`src/rtl/pixel_clock_gen_multi.sv`:
```
// Multi-channel fractional pixel-clock generator: each channel divides Clock by
// Fsys/Fcrt with a phase accumulator and has its own start/stop/reconfig FSM.
module pixel_clock_gen_multi #(
    parameter int unsigned SystemClockSize = 10,
    parameter int unsigned NumChannels     = 2
) (
    input  logic                                   Clock,
    input  logic                                   Reset,
    input  logic [SystemClockSize-1:0]             SystemClockFreq,
    input  logic [NumChannels*SystemClockSize-1:0] CRTClockFreq,
    input  logic [NumChannels-1:0]                 Load,
    input  logic [NumChannels-1:0]                 Enable,
    output logic [NumChannels-1:0]                 PixelClock,
    output logic [NumChannels-1:0]                 PixelTick,
    output logic [NumChannels-1:0]                 Running,
    output logic [NumChannels-1:0]                 ConfigError
);
    localparam int unsigned W = SystemClockSize;

    typedef enum logic [1:0] {IDLE, RUN, STOPPING} state_e;

    logic sys_nonzero;
    assign sys_nonzero = (SystemClockFreq != '0);

    for (genvar g = 0; g < NumChannels; g++) begin : g_ch
        state_e       state_q, state_d;
        logic [W:0]   acc_q, acc_d;
        logic [W-1:0] fsys_q, fsys_d, fcrt_q, fcrt_d;
        logic [W-1:0] fsys_sh_q, fsys_sh_d, fcrt_sh_q, fcrt_sh_d;
        logic         pend_q, pend_d;
        logic         clk_q, clk_d;
        logic         tick_q;
        logic         err_q, err_d;
        logic         run;

        logic [W-1:0] fcrt_in;
        logic [W:0]   sum;
        logic         load_valid, act_valid, stepping, toggle, fall, apply;

        assign fcrt_in    = CRTClockFreq[g*W +: W];
        assign load_valid = (fcrt_in != '0) && sys_nonzero
                            && ({fcrt_in, 1'b0} <= {1'b0, SystemClockFreq});
        assign act_valid  = (fcrt_q != '0) && (fsys_q != '0)
                            && ({fcrt_q, 1'b0} <= {1'b0, fsys_q});

        // Leaving RUN while low skips the accumulator so no runt pulse appears.
        assign stepping = (state_q == STOPPING)
                          || ((state_q == RUN) && (Enable[g] || clk_q));
        assign sum      = acc_q + {fcrt_q, 1'b0};
        assign toggle   = stepping && (sum >= {1'b0, fsys_q});
        assign fall     = toggle && clk_q;

        always_ff @(posedge Clock) begin
            if (!Reset) begin
                state_q <= IDLE;
            end else begin
                state_q <= state_d;
            end
        end

        always_comb begin
            state_d = state_q;
            unique case (state_q)
                IDLE: begin
                    if (Enable[g] && act_valid) state_d = RUN;
                end
                RUN: begin
                    if (!Enable[g]) state_d = (clk_q && !fall) ? STOPPING : IDLE;
                end
                STOPPING: begin
                    if (Enable[g])  state_d = RUN;
                    else if (fall)  state_d = IDLE;
                end
                default: state_d = IDLE;
            endcase
        end

        always_comb begin
            run = (state_q != IDLE);
        end

        // Pending shadow is committed on a falling edge or whenever the channel idles.
        assign apply = pend_q && (fall || (state_d == IDLE));

        always_comb begin
            acc_d     = acc_q;
            clk_d     = clk_q;
            fsys_d    = fsys_q;
            fcrt_d    = fcrt_q;
            fsys_sh_d = fsys_sh_q;
            fcrt_sh_d = fcrt_sh_q;
            pend_d    = pend_q;
            err_d     = err_q;

            if (state_q == IDLE) begin
                clk_d = 1'b0;
                if (state_d == RUN)            acc_d = '0;
                if (Enable[g] && !act_valid)   err_d = 1'b1;
            end else if (stepping) begin
                acc_d = toggle ? (sum - {1'b0, fsys_q}) : sum;
                if (toggle) clk_d = ~clk_q;
            end else begin
                clk_d = 1'b0;
            end

            if (apply) begin
                fsys_d = fsys_sh_q;
                fcrt_d = fcrt_sh_q;
                acc_d  = '0;
                pend_d = 1'b0;
            end

            if (Load[g]) begin
                if (!load_valid) begin
                    err_d = 1'b1;
                end else begin
                    err_d     = 1'b0;
                    fsys_sh_d = SystemClockFreq;
                    fcrt_sh_d = fcrt_in;
                    if (state_q == IDLE) begin
                        fsys_d = SystemClockFreq;
                        fcrt_d = fcrt_in;
                        pend_d = 1'b0;
                    end else begin
                        pend_d = 1'b1;
                    end
                end
            end
        end

        always_ff @(posedge Clock) begin
            if (!Reset) begin
                acc_q     <= '0;
                clk_q     <= 1'b0;
                tick_q    <= 1'b0;
                fsys_q    <= '0;
                fcrt_q    <= '0;
                fsys_sh_q <= '0;
                fcrt_sh_q <= '0;
                pend_q    <= 1'b0;
                err_q     <= 1'b0;
            end else begin
                acc_q     <= acc_d;
                clk_q     <= clk_d;
                tick_q    <= clk_d & ~clk_q;
                fsys_q    <= fsys_d;
                fcrt_q    <= fcrt_d;
                fsys_sh_q <= fsys_sh_d;
                fcrt_sh_q <= fcrt_sh_d;
                pend_q    <= pend_d;
                err_q     <= err_d;
            end
        end

        assign PixelClock[g]  = clk_q;
        assign PixelTick[g]   = tick_q;
        assign Running[g]     = run;
        assign ConfigError[g] = err_q;
    end

endmodule

```
`config.mk`:
```
export PLATFORM = sky130hd
export DESIGN_NAME = pixel_clock_gen_multi
export DESIGN_NICKNAME = d
export VERILOG_FILES = /design/src/rtl/pixel_clock_gen_multi.sv
export SDC_FILE = /design/constraint.sdc
export NUM_CORES = 1
export LEC_CHECK = 0
export ABC_CLOCK_PERIOD_IN_PS = 5450
export BUFFER_PORTS_ARGS = -buffer_cell sky130_fd_sc_hd__buf_2
export CELL_PAD_IN_SITES_DETAIL_PLACEMENT = 1
export CELL_PAD_IN_SITES_GLOBAL_PLACEMENT = 1
export CORE_AREA = 2 2 115 201
export DETAILED_ROUTE_END_ITERATION = 8
export DIE_AREA = 0 0 117 203
export PLACE_DENSITY_LB_ADDON = 0.1
export SKIP_LAST_GASP = 1
export SYNTH_ARGS = -nofsm -noshare
export SYNTH_HDL_FRONTEND = slang
export SYNTH_SLANG_ARGS = --single-unit
```
`constraint.sdc`:
```
create_clock -name Clock -period 5.45 [get_ports Clock]
set_input_delay 0.2725 -clock Clock [delete_from_list [all_inputs] [get_ports Clock]]
set_output_delay 0.2725 -clock Clock [all_outputs]
set_load 0.01 [all_outputs]
```
Word level (Yosys, flattened, before mapping)
Cells that the tools add are included.

Register bits after elaboration: 114. Input bits: 36. Output and inout port bits: 8. Word-level logic and storage cells: 160.

$add $sub $neg: 4. Order comparisons: 6. Eq/ne operators: 8. Mux-type cells: 58. Bitwise operators: 5. Reductions and logical operators: 59.

Operators with widths (count): $mux W10 (16); $mux W11 (8); $reduce_bool A10 Y1 (7); $le A11 B10 Y1 (4); $add A11 B11 Y11 (2); $ge A11 B10 Y1 (2); $logic_and A1 B1 Y1 (22); $mux W1 (22); $sub A11 B10 Y11 (2); $mux W2 (10); $reduce_bool A2 Y1 (8); $pmux W2 S3 (2); $reduce_and A2 Y1 (6); $eq A2 B1 Y1 const B (4); $logic_not A2 Y1 (4); $logic_or A1 B1 Y1 (6); $eq A2 B2 Y1 const B (2); $logic_not A1 Y1 (4); $ne A2 B1 Y1 const B (2); $reduce_or A2 Y1 (2); $not A1 Y1 (3); $and A1 B1 Y1 (2).

Longest topological paths before layout
Depth in word-level cells: 17. Depth in mapped cells: 26.

Least setup slack after synthesis
No wires, ideal clock.

Path kind: reg-to-reg. Start point: register g_ch[0].fcrt_q[1]. End point: register g_ch[0].acc_q[1]. Setup time: 0.059 ns. Arrival: 4.302 ns. Path slack: 1.089 ns. Cell stages (with the launch flop): 24. Path buffers: 2. Clock period less this slack: 4.361 ns. Path through: dfxtp_1 ha_1 a211oi_1 nor2_1 o21a_1 o41a_1 xor2_1 ha_1 a211oi_1 o21ai_0 a21o_1 a21o_2 buf_6 and2_1 inv_1 ha_1 a21oi_1 o21ai_0 nand2b_1 o21ai_0 o21ai_1 nor2b_1 buf_2 a22o_1.

Longest elaborated chain between the ends: 13. Elaborated cells between the ends (all ways): 27.

Ends and longest elaborated chain: from (decl) (line 28) `logic [W-1:0] fsys_q, fsys_d, fcrt_q, fcrt_d;`; from (signal assigned) (line 147) `fcrt_q <= fcrt_d;`; branches (longest 13 deep; another with $add A11 B11 Y11); to (signal assigned) (line 133) `acc_q <= '0;`; to (signal assigned) (line 143) `acc_q <= acc_d;`; to (decl) (line 27) `logic [W:0] acc_q, acc_d;`.

Several ways; the timed one is not identified. The select of a mux whose other input is x is not followed. A chain may end at the register's enable or synchronous reset.

Worst setup path after layout
Same ends and word-level chain as after synthesis.

==> impl_summary.md <==
Run status
The flow ran to the end, and the final reports show no timing, DRC or antenna violations.

Timing
The total count of hold-check failures in the final report was 0. At the pin with the least slew margin, the transition time is between 0.9 and 1 ns. Setup repair after global routing left no endpoint under its margin.

The final count of negative-setup-slack endpoints is 0. The worst pin sits at a relative slew slack of 0.358. Across the routed clock network, the largest skew measured is approximately 0.013 ns. In the finished design, the share of the clock period the worst path needs comes to 0.919. The final period demand of the worst path is around 5 ns. Based on the critical path, the design can be clocked at up to between 0.15 and 0.2 GHz.

The final count of pins violating max slew is 0. The minimum hold slack is between 0.08 and 0.09 ns. After routing, the total negative slack on setup checks comes to 0 ns.

Power
The fraction of power spent switching nets is 0.353. In this run the power spent charging and discharging nets is 1110 µW. The largest vdd supply drop is roughly 0.22 mV. The proportion of power drawn by the clock network is 0.380. The static leakage power is around 0.0035 µW. Power spread over the standard cell area amounts to 361 nW/µm².

The share of total power in sequential cells is 0.298. The share of total power dissipated in combinational logic is 0.322. The internal cell power is about 2000 µW.

Critical path
The internal reg-to-reg setup slack is between 0.4 and 0.5 ns. The capture instance of the worst register-to-register path is g_ch[0].acc_q[1]. Data on the critical path is required at its endpoint by about 5.8 ns.

The category of the most critical setup path is flop to flop. The cell family contributing the most delay on the critical path is compound AO/OA/AOI/OAI gates. The critical path data arrival time is between 5 and 6 ns. STA classifies the critical path endpoint as a flop. Counting buffers and inverters, the worst setup path is 22 cells deep.

The critical path goes through ha_1 -> a211oi_1 -> nor2_1 -> o21a_1 -> o41a_1 -> xor2_1 -> ha_1 -> a211oi_1 -> o21ai_0 -> a21o_1 -> a21o_2 -> and2_1 -> inv_1 -> ha_1 -> a21oi_1 -> o21ai_0 -> nand2b_1 -> a211oi_2 -> o21ai_1 -> nor2b_1 -> buf_4 -> a22o_1. The most prevalent standard cell on the critical path is sky130_fd_sc_hd__ha_1. The delay of the slowest cell on the worst path is 0.41 ns. The kind of start point of the critical path is a flop. The slowest cell on the critical path is sky130_fd_sc_hd__dfxtp_1. In this run the critical register-to-register path is launched from g_ch[0].fcrt_q[1]. The number of buffers and inverters on the critical path is 2.

The largest driver fanout on the critical path is 13. The number of cells traversed by the worst register-to-register path is 22.

Detailed routing
The violation count after the first detailed-routing iteration is ~260. The total routed wirelength is around 25000 µm. The first TritonRoute pass finished after 4 iterations.

The number of antenna-violating nets in the routed design is 0. In the final routed layout, each cell accounts on average for just over 20 µm. The final route contains around 6.6k vias. In the routed layout, each cell is associated on average with a via count of approximately 5.5. For this run, design rule violations remaining after detail routing come to 0.

Synth
The count of flip-flops with a built-in enable after synthesis is 0. Synthesis produced a netlist whose cell count is roughly 870. The fraction of registers with async set/reset is 0. The number of flip-flops and latches in the synthesized netlist is between 100 and 150.

The register area share after synthesis is 0.298. During synthesis, Yosys emitted a total of 0 warnings. In the synthesized netlist the dominant register cell turns out to be sky130_fd_sc_hd__dfxtp_1.

Averaged over all synthesized cells, the footprint is around 8.8 µm². The netlist uses 73 different library cells. The number of nets produced by synthesis is approximately 990. After synthesis the cells add up to around 7700 µm².

Finish
The number of antenna diodes in the final layout is 0. From synthesis to final layout, the design area changed by 13.6%. At the end of the flow, the number of nets in the layout was between 1k and 1.5k.

The layout has about 2.6k filler cells. In the final layout, the share of cells above drive strength 1 is 0.123. The final cell area excluding filler cells is roughly 8700 µm².

Placement
The HPWL after detailed placement is 20500 µm. In this run the cell area measured after placement is 8080 µm². The congestion estimate from routability-driven global placement came to 0.859. The count of input and output buffers is 43.

Floorplan
For this design the top-level I/O count stands at 44. The core area is approximately 22000 µm². The floorplan step set the die height to between 200 and 250 µm. The floorplan die width is approximately 120 µm. The total die area is around 24000 µm². The number of rows created at floorplan is 72. The initial core utilization is 0.347.

GRT
The combined global-route utilization of all metal layers is 0.223. Entering global routing, the biggest net connects 50 pins. The number of antenna violations at the first check in global routing came to 0. The overflow left after global routing is 0. The wire length of the first global-routing pass is between 30000 and 40000 µm. The via count of the first global-routing pass came to around 7.2k.

Clock tree
CTS placed an instance of sky130_fd_sc_hd__clkbuf_16 at the clock tree root. The total number of clock tree sinks is roughly 110. For the worst-skew pair, the clock arrives at the later sink with an insertion delay of about 0.43 ns. Buffers added to address setup during post-CTS repair amount to 0. After clock tree synthesis, the clock-pin slew on the worst setup and hold paths is 0.06 ns. The H-tree was split into 4 levels. No sink is reached through more buffers than the 2 on the longest clock path. The number of buffers inserted for hold repair after clock tree synthesis is 0. TritonCTS created 17 clock buffers. The number of gates resized after cts is 0. TritonCTS built the clock tree.

Hold path
The launch instance of the worst min-delay path is Enable[1]. The path class of the tightest hold or removal check is input pin to flop. The capture endpoint of the worst hold path is g_ch[1].state_q[1].

The worst hold path cell count is 2.

Flow run
The number of maximum-capacitance constraint violations is 0.
[cells in the final DEF (no fill, tap or decap), types with 4 or more instances in the layout]
master,netlist,routed
sky130_fd_sc_hd__and3_1,5,5
sky130_fd_sc_hd__and2_1,4,4
sky130_fd_sc_hd__xor2_1,10,10
sky130_fd_sc_hd__nand2_1,31,31
sky130_fd_sc_hd__fa_1,4,4
sky130_fd_sc_hd__nor2b_1,11,11
sky130_fd_sc_hd__nor3_1,19,19
sky130_fd_sc_hd__clkbuf_16,0,17
sky130_fd_sc_hd__nand3b_1,5,5
sky130_fd_sc_hd__mux2i_1,88,88
sky130_fd_sc_hd__o21ai_0,61,60
sky130_fd_sc_hd__ha_1,78,78
sky130_fd_sc_hd__inv_1,53,53
sky130_fd_sc_hd__nand3_1,13,13
sky130_fd_sc_hd__dfxtp_1,114,114
sky130_fd_sc_hd__buf_4,9,6
sky130_fd_sc_hd__o2bb2ai_1,6,6
sky130_fd_sc_hd__o21a_1,13,13
sky130_fd_sc_hd__buf_2,5,43
sky130_fd_sc_hd__o211ai_1,8,8
sky130_fd_sc_hd__a22oi_1,8,8
sky130_fd_sc_hd__a21oi_1,75,75
sky130_fd_sc_hd__a21o_1,17,17
sky130_fd_sc_hd__a31oi_1,4,4
sky130_fd_sc_hd__a21oi_2,9,9
sky130_fd_sc_hd__xnor2_1,17,17
sky130_fd_sc_hd__o31a_1,4,4
sky130_fd_sc_hd__nand4_1,11,11
sky130_fd_sc_hd__nand2b_1,5,5
sky130_fd_sc_hd__a211oi_1,8,8
sky130_fd_sc_hd__nor2_1,79,78
sky130_fd_sc_hd__clkinv_4,0,4
sky130_fd_sc_hd__or4_1,4,4
sky130_fd_sc_hd__inv_6,0,5
sky130_fd_sc_hd__nor4_1,13,13
[how the worst max path moves through the flow]
stage	endpoint	from	slack, ns
2_1_floorplan	g_ch[0].acc_q[1]	g_ch[0].fcrt_q[1]	1.09
3_3_place_gp	g_ch[0].acc_q[9]	g_ch[0].fcrt_q[1]	0.52
3_5_place_dp	g_ch[0].acc_q[9]	g_ch[0].fcrt_q[0]	0.38
4_1_cts	g_ch[0].acc_q[9]	g_ch[0].fcrt_q[0]	0.34
5_1_grt	g_ch[0].acc_q[8]	g_ch[0].fcrt_q[1]	0.03
6_report	g_ch[0].acc_q[1]	g_ch[0].fcrt_q[1]	0.44
[synth_stat cells, types with 17 or more instances]
master | instances | share of area
sky130_fd_sc_hd__dfxtp_1 | 114 | 0.30
sky130_fd_sc_hd__mux2i_1 | 88 | 0.11
sky130_fd_sc_hd__nor2_1 | 79 | 0.039
sky130_fd_sc_hd__ha_1 | 78 | 0.13
sky130_fd_sc_hd__a21oi_1 | 75 | 0.049
sky130_fd_sc_hd__o21ai_0 | 61 | 0.040
sky130_fd_sc_hd__inv_1 | 53 | 0.026
sky130_fd_sc_hd__nand2_1 | 31 | 0.015
sky130_fd_sc_hd__clkbuf_1 | 19 | 0.0093
sky130_fd_sc_hd__nor3_1 | 19 | 0.012
sky130_fd_sc_hd__a21o_1 | 17 | 0.017
sky130_fd_sc_hd__xnor2_1 | 17 | 0.019
[state kept, by name, summed over array words and instances, names as in the netlist]
| signal | flops |
|---|---|
| g_ch.fcrt_q | 20 |
| g_ch.fsys_q | 20 |
| g_ch.clk_q | 2 |
| g_ch.fsys_sh_q | 20 |
| g_ch.state_q | 4 |
| g_ch.pend_q | 2 |
| g_ch.fcrt_sh_q | 20 |
| g_ch.acc_q | 22 |
| g_ch.err_q | 2 |
| g_ch.tick_q | 2 |
[stage by stage]
stage | instances | utilization | setup slack, ns | power [µW]
floorplan | 874 | - | 1.09 | 1690
global route | 1212 | 0.394 | 0.0268 | 3320
CTS | 1212 | 0.394 | 0.341 | 3180
finish | 1212 | 0.394 | 0.443 | 3140
global placement | 1180 | 0.366 | 0.516 | 1940
detailed placement | 1180 | 0.366 | 0.379 | 1970
[cells by family (layout without fill, tap and decap cells)]
logic type	after synthesis	count (layout)	share of synthesized area
AO/OA/AOI/OAI	250	250	0.216
XOR/XNOR	27	27	0.0309
adder cells (fa/ha/maj)	82	82	0.138
buffers and inverters	95	137	0.0596
flip-flops	114	114	0.298
multiplexers	88	88	0.115
AND/OR/NAND/NOR	218	218	0.143
[metal layers]
layer | wire, µm | up-vias | track usage
met2 | 15100 | 69 | 0.454
met1 | 8470 | 3270 | 0.199
met4 | 1210 | 0 | 0.113
li1 | - | 3242 | -
met5 | 0 | - | 0
met3 | 369 | 55 | 0.0346
[area by class of cell]
class                           instances  area [µm²]  area share
Multi-Input combinational cell        665        4930       0.567
Clock inverter                         15         199      0.0229
Inverter                               54         203      0.0233
Timing Repair Buffer                   51         292      0.0335
Tap cell                              296         370      0.0425
Clock buffer                           17         425      0.0489
Sequential cell                       114        2280       0.262
[power by group through the flow]
stage / clock [µW] / sequential, µW / combinational (µW)
global route: 1260 / 943 / 1110
global placement: 0 / 954 / 990
finish: 1200 / 936 / 1010
floorplan: 0 / 931 / 757
detailed placement: 0 / 955 / 1020
CTS: 1220 / 937 / 1020
No activity file was read; power rests on OpenSTA's default activity.
